<file path="config.mk">
export PLATFORM = sky130hd
export DESIGN_NAME = light_decoder
export DESIGN_NICKNAME = d
export VERILOG_FILES = /design/src/rtl/light_decoder.sv
export SDC_FILE = /design/constraint.sdc
export NUM_CORES = 1
export LEC_CHECK = 0
export BUFFER_PORTS_ARGS = -buffer_cell sky130_fd_sc_hd__buf_2
export CAP_MARGIN = 10
export CORE_MARGIN = 8
export CORE_UTILIZATION = 35
export DETAILED_ROUTE_END_ITERATION = 7
export SYNTH_ARGS = -nofsm -noshare
export SYNTH_HDL_FRONTEND = slang
export SYNTH_SLANG_ARGS = --single-unit
</file>
<file path="constraint.sdc">
create_clock -name clk -period 7.5 [get_ports clk]
set_input_delay 1.5 -clock clk [delete_from_list [all_inputs] [get_ports clk]]
set_output_delay 1.5 -clock clk [all_outputs]
set_load 0.01 [all_outputs]
</file>
<file path="src/rtl/light_decoder.sv">
// light_decoder
// -------------
// Receive-side decoder for the 24-bit RGB light bus. It recovers the 3-bit
// colour code {R,G,B} that the lights selector put on the bus. It filters
// short glitches, reports each newly settled colour, and flags white. It also
// flags byte patterns that the colour converter cannot produce, and checks
// that colour steps follow the button sequence 1->2->3->4->5->6->1.
//
// Parameters
//   STABLE_CYCLES  consecutive identical samples needed to accept (1..15)
//   ERR_W          width of the saturating error counter
//
// Ports
//   clk           system clock, rising edge
//   rst           synchronous active-high reset
//   light         RGB bus, [23:16]=R, [15:8]=G, [7:0]=B
//   colour        last accepted colour code {R,G,B}
//   colour_valid  one-cycle pulse when colour takes a new accepted value
//   is_white      high while the accepted colour is 3'b111
//   code_err      one-cycle pulse when an unproducible pattern settles
//   seq_err       one-cycle pulse when a colour step breaks the sequence
//   err_count     saturating count of code_err and seq_err events
module light_decoder #(
  parameter int STABLE_CYCLES = 2,
  parameter int ERR_W         = 8
) (
  input  logic             clk,
  input  logic             rst,
  input  logic [23:0]      light,
  output logic [2:0]       colour,
  output logic             colour_valid,
  output logic             is_white,
  output logic             code_err,
  output logic             seq_err,
  output logic [ERR_W-1:0] err_count
);

  localparam logic [3:0]       STABLE_N  = 4'(STABLE_CYCLES);
  localparam logic [3:0]       STABLE_M1 = 4'(STABLE_CYCLES - 1);
  localparam logic [ERR_W-1:0] ERR_MAX   = '1;

  logic [23:0]      light_q;
  logic [2:0]       cand_code;
  logic             cand_inv;
  logic [3:0]       cnt;
  logic             have_acc;
  logic [2:0]       prev;
  logic             have_prev;

  logic [2:0]       cls_code;
  logic             cls_inv;
  logic             cls_new;
  logic             reaches;
  logic             accept;
  logic             coloured;
  logic [2:0]       next_prev;
  logic [ERR_W-1:0] err_inc;

  // Returns {invalid, bit} for one colour byte: 00 is a 0, FF is a 1,
  // and anything else cannot come from the converter.
  function automatic logic [1:0] byte_class(input logic [7:0] b);
    if (b == 8'h00)      return 2'b00;
    else if (b == 8'hFF) return 2'b01;
    else                 return 2'b10;
  endfunction

  // Classify the registered sample. Then decide whether this edge is the one
  // where the filter count reaches the threshold, and whether that settled
  // class is actually news compared with what has already been accepted.
  always_comb begin
    logic [1:0] r_cls;
    logic [1:0] g_cls;
    logic [1:0] b_cls;
    r_cls    = byte_class(light_q[23:16]);
    g_cls    = byte_class(light_q[15:8]);
    b_cls    = byte_class(light_q[7:0]);
    cls_code = {r_cls[0], g_cls[0], b_cls[0]};
    cls_inv  = r_cls[1] | g_cls[1] | b_cls[1];

    // While the candidate is invalid its code bits are meaningless, so an
    // invalid sample never restarts an invalid candidate.
    cls_new  = (cls_inv != cand_inv) || (!cls_inv && (cls_code != cand_code));

    // A restart counts as the first sample, so a threshold of 1 accepts on
    // the load edge itself.
    reaches  = cls_new ? (STABLE_CYCLES == 1) : (cnt == STABLE_M1);

    // An invalid class is always news. A valid class is news only when it
    // differs from the accepted colour, or when nothing has been accepted yet.
    accept   = reaches && (cls_inv || !have_acc || (cls_code != colour));

    coloured  = (cls_code != 3'd0) && (cls_code != 3'd7);
    next_prev = (prev == 3'd6) ? 3'd1 : prev + 3'd1;
    err_inc   = (err_count == ERR_MAX) ? err_count : err_count + ERR_W'(1);
  end

  // Input register, glitch filter, accept handling and sequence tracking.
  // All outputs are registered here, so no combinational path reaches them
  // from light.
  always_ff @(posedge clk) begin
    if (rst) begin
      light_q      <= 24'h000000;
      cand_code    <= 3'd0;
      cand_inv     <= 1'b1;
      cnt          <= 4'd0;
      colour       <= 3'd0;
      colour_valid <= 1'b0;
      is_white     <= 1'b0;
      code_err     <= 1'b0;
      seq_err      <= 1'b0;
      err_count    <= '0;
      have_acc     <= 1'b0;
      prev         <= 3'd0;
      have_prev    <= 1'b0;
    end else begin
      light_q      <= light;
      colour_valid <= 1'b0;
      code_err     <= 1'b0;
      seq_err      <= 1'b0;

      if (cls_new) begin
        cand_code <= cls_code;
        cand_inv  <= cls_inv;
        cnt       <= 4'd1;
      end else if (cnt < STABLE_N) begin
        cnt <= cnt + 4'd1;
      end

      if (accept) begin
        if (cls_inv) begin
          // Bad pattern: report it once, but leave the colour and the
          // sequence history alone.
          code_err  <= 1'b1;
          err_count <= err_inc;
        end else begin
          colour       <= cls_code;
          colour_valid <= 1'b1;
          have_acc     <= 1'b1;
          is_white     <= (cls_code == 3'd7);
          // Black and white break the chain, so the next coloured value
          // starts a fresh sequence and is not checked.
          if (coloured) begin
            if (have_prev && (cls_code != next_prev)) begin
              seq_err   <= 1'b1;
              err_count <= err_inc;
            end
            prev      <= cls_code;
            have_prev <= 1'b1;
          end else begin
            have_prev <= 1'b0;
          end
        end
      end
    end
  end

endmodule
</file>
==> summary.txt <==
GRT
------------------------------------------------------------------------------------------------------
Overall fraction of global-route tracks in use ..........................................        10.9%
Number of global-route vias before repair ...............................................        1,674
Final global-route overflow total .......................................................            0
Global-route wire length before repair ..................................................      7880 µm
Antenna violations before repair ........................................................            0
Largest net degree at the start of global routing .......................................           49

YOSYS
------------------------------------------------------------------------------------------------------
Dominant combinational cell family by area after synthesis .............................. simple AND/OR/NAND/NOR gates
Most used DFF post-synth ................................................................      dfxtp_1
Ys Warns ................................................................................            0
Proportion of synthesized area in mux cells .............................................        2.29%
Number of synthesized register bits .....................................................           52
Nets in the synthesized netlist .........................................................          263
Adder and majority gate portion of the synthesized area .................................        1.72%
Area share of and/or/nand/nor cells after synthesis .....................................        27.4%
Post-synth cell types ...................................................................           46
Sequential area share after synthesis ...................................................        47.6%
Syn_area_per_cell .......................................................................     9.35 µm²
Number of flops mapped to enable cells by yosys .........................................            0
Fraction of synthesis flops using an asynchronous set or reset pin ......................           0%
Compound-gate portion of the synthesized area ...........................................        14.4%
Gate count after technology mapping .....................................................          234
Post-synthesis xor/xnor area fraction ...................................................        2.80%
Cell area after synthesis ...............................................................     2190 µm²

WORST SETUP PATH
------------------------------------------------------------------------------------------------------
Worst path max stage delay ..............................................................      1030 ps
Register-to-register setup slack ........................................................      3900 ps
Cell Chain, Critical Path ............................................................... nand4_1 > or2_2 > a222oi_1 > nor2_1 > o2111ai_1 > a21oi_1 > o221a_2
CP Capture Type .........................................................................    flip-flop
WS Path Type ............................................................................ flip-flop to flip-flop
CP startpoint kind ......................................................................    flip-flop
Reg2reg end .............................................................................      prev[1]
Worst path top cell family by delay ..................................................... compound AO/OA/AOI/OAI gates
Logic depth of the worst register-to-register path ......................................            7
Worst endpoint data arrival time ........................................................      3810 ps
Critical path buffer and inverter count .................................................            0
Worst R2R Start .........................................................................  light_q[23]
Worst-path fanout max ...................................................................           14
Critical path data required time ........................................................      7710 ps
CP max stage cell .......................................................................    o2111ai_1

CLOCK TREE
------------------------------------------------------------------------------------------------------
Depth of the CTS H-tree .................................................................            2
CTS Sinks ...............................................................................           52
TritonCTS buffer count ..................................................................            5
CTS-repair resized insts ................................................................            0
Cell chosen for the clock root ..........................................................     clkbuf_8
Total of hold buffers inserted after clock tree synthesis ...............................            0
TritonCTS clock tree ....................................................................         done
Clock transition at the register clock pins on the worst setup and hold paths after CTS .        90 ps
Clock latency at the later pin of the worst-skew pair ...................................       310 ps
Number of buffers between clock root and the deepest sink ...............................            2
Setup repair bufs after CTS .............................................................            0

WORST HOLD PATH
------------------------------------------------------------------------------------------------------
Hold path cells .........................................................................            2
Worst min-delay path startpoint .........................................................    have_prev
End of the worst hold path ..............................................................    have_prev
Worst Hold Class ........................................................................ flip-flop to flip-flop

STA
------------------------------------------------------------------------------------------------------
Total count of max-transition violations in the final report ............................            0
Skew final ..............................................................................      6.46 ps
Setup violators final ...................................................................            0
Worst-Margin Slew .......................................................................      1180 ps
Setup total negative slack ..............................................................         0 ps
Final hold violation count ..............................................................            0
Normalized max-slew margin ..............................................................        21.5%
RSZ-0062 raised after global routing ....................................................           no
Maximum achievable frequency ............................................................      277 MHz
Shortest period the worst path allows ...................................................      3600 ps
Fraction of the cycle the final worst path needs ........................................        48.1%

PWR
------------------------------------------------------------------------------------------------------
Maximum resistive drop on vdd ...........................................................     0.107 mV
Leak pwr ................................................................................     0.999 nW
Total power density per cell area .......................................................   232 nW/µm²

LAYOUT
------------------------------------------------------------------------------------------------------
FILL cells ..............................................................................          621
Total number of nets in the final design ................................................          298
Storage element area ....................................................................     1040 µm²
Total area of multi-input combinational cells ...........................................     1060 µm²
Post-route standard cell area excluding fillers .........................................     2540 µm²
Proportion of layout cells with a drive suffix above 1 ..................................        20.7%
P&R area growth vs syn ..................................................................        16.3%
Diodes inserted .........................................................................            0

DRT
------------------------------------------------------------------------------------------------------
DRC .....................................................................................            0
Number of nets still failing antenna checks after routing ...............................            0
Routed Wire Length ......................................................................      4530 µm
Pre-antenna DRT Iters ...................................................................            4
Count of vias placed by the detailed router .............................................        1,733
Routed via count divided by cell count ..................................................         4.99
Wire per inst ...........................................................................      13.1 µm
Violation count after the first detailed-route iteration ................................          103

PLACEMENT
------------------------------------------------------------------------------------------------------
Weighted congestion reported at the end of routability-driven placement .................        0.802
# port buffers ..........................................................................           40
Post-detailed-placement cell area .......................................................     2420 µm²
HPWL after detailed placement ...........................................................      3270 µm

FLOORPLAN
------------------------------------------------------------------------------------------------------
Std-Cell Rows ...........................................................................           29
Area of the core region .................................................................     6200 µm²
Horizontal die dimension ................................................................      95.1 µm
Die ar. .................................................................................     9030 µm²
Initial standard-cell utilization of the core ...........................................        35.2%
Die Y-Extent ............................................................................      95.1 µm
Boundary Pins ...........................................................................           41

RUN STATUS
------------------------------------------------------------------------------------------------------
Run status .............................................................................. finished clean

FLOW RUN
------------------------------------------------------------------------------------------------------
Number of violations of the max-capacitance limit .......................................            0

## synthesized netlist by cell type, drive strengths merged, types with 3 or more instances
master	n	area, µm²
or3	3	18.8
o221a	3	33.8
nor4	6	37.5
mux2i	5	50.1
nand4	7	50.1
or4	5	37.5
inv	6	22.5
dfxtp	52	1040
nand3	4	20.0
nand2	5	18.8
xnor2	7	61.3
or2	4	25.0
a21oi	17	85.1
nor3	9	45.0
clkbuf	7	26.3
nor2	21	78.8
ha	3	37.5
buf	5	35.0
and3	3	18.8
nor2b	24	150
o21ai	8	40.0
a31oi	3	18.8
o31ai	6	45.0
## worst max path at each step
stage	from	endpoint	cells past startpoint	slack, ps
after global routing	light_q[17]	seq_err	7	3370
after detailed placement	light_q[23]	prev[0]	7	3910
final	light_q[23]	prev[1]	7	3900
after CTS	light_q[23]	prev[0]	7	3820
after floorplan	light_q[14]	prev[2]	9	4760
after global placement	light_q[14]	have_prev	7	4010
## where the power goes
group / total [W] / switching (W) / internal (W)
logic: 0.0000793 / 0.0000422 / 0.0000370
registers: 0.000309 / 0.0000153 / 0.000294
clock network: 0.000202 / 0.0000932 / 0.000109
total: 0.000591 / 0.000151 / 0.000440
## layer usage
layer,vias up,global-route usage (%),share of wire (%)
met5,-,0,0
met4,0,4.29,1.8
met2,48,15.5,40
met1,767,14.8,52
met3,6,3.86,5.9
li1,912,-,-
## worst register-to-register path: stages, from the launching register on
cell and delay (ps):
dfxtp_1 340, nand4_1 200, or2_2 400, a222oi_1 800, nor2_1 320, o2111ai_1 1030, a21oi_1 90, o221a_2 310
## registers in the layout (all words and copies together) (netlist names), 3 cells and up
signal and cells:
light_q 24, colour 3, prev 3, cnt 4, cand_code 3, err_count 8
## area by class of cell
cell class                 instances  area share, %
multi-input combinational        164           41.8
sequential                        52           40.9
timing repair buffer              40           7.87
tap                               77           3.79
clock buffer                       6           3.25
clock inverter                     2           1.52
inverter                           6          0.885
## cell families (layout without fill, tap and decap cells)
kind of cell / Yosys count / in the layout
XOR/XNOR: 7 / 7
adder cells (fa/ha/maj): 3 / 3
flip-flops: 52 / 52
multiplexers: 5 / 5
AND/OR/NAND/NOR: 103 / 103
buffers and inverters: 18 / 54
AO/OA/AOI/OAI: 46 / 46
## layout by cell type (no fill, tap or decap), types with 6 or more instances in the layout
cell and instances:
dfxtp_1 52, buf_2 40, nor2b_1 24, nor2_1 21, a21oi_1 17, nor3_1 9
o21ai_0 8, xnor2_1 7, inv_1 6, nand4_1 6, nor4_1 6, o31ai_1 6
clkbuf_8 6
## stage by stage
step	cells	total power [W]	hold slack (ps)	utilization [%]	setup WS (ps)
3_3_place_gp	339	0.000394	443	39.0	4010
6_report	347	0.000591	457	41.0	3900
3_5_place_dp	339	0.000396	448	39.0	3910
4_1_cts	347	0.000600	462	41.0	3820
5_1_grt	347	0.000628	500	41.0	3370
2_1_floorplan	234	0.000377	432	-	4760
Note: power is estimated with default switching activity, not from simulation.
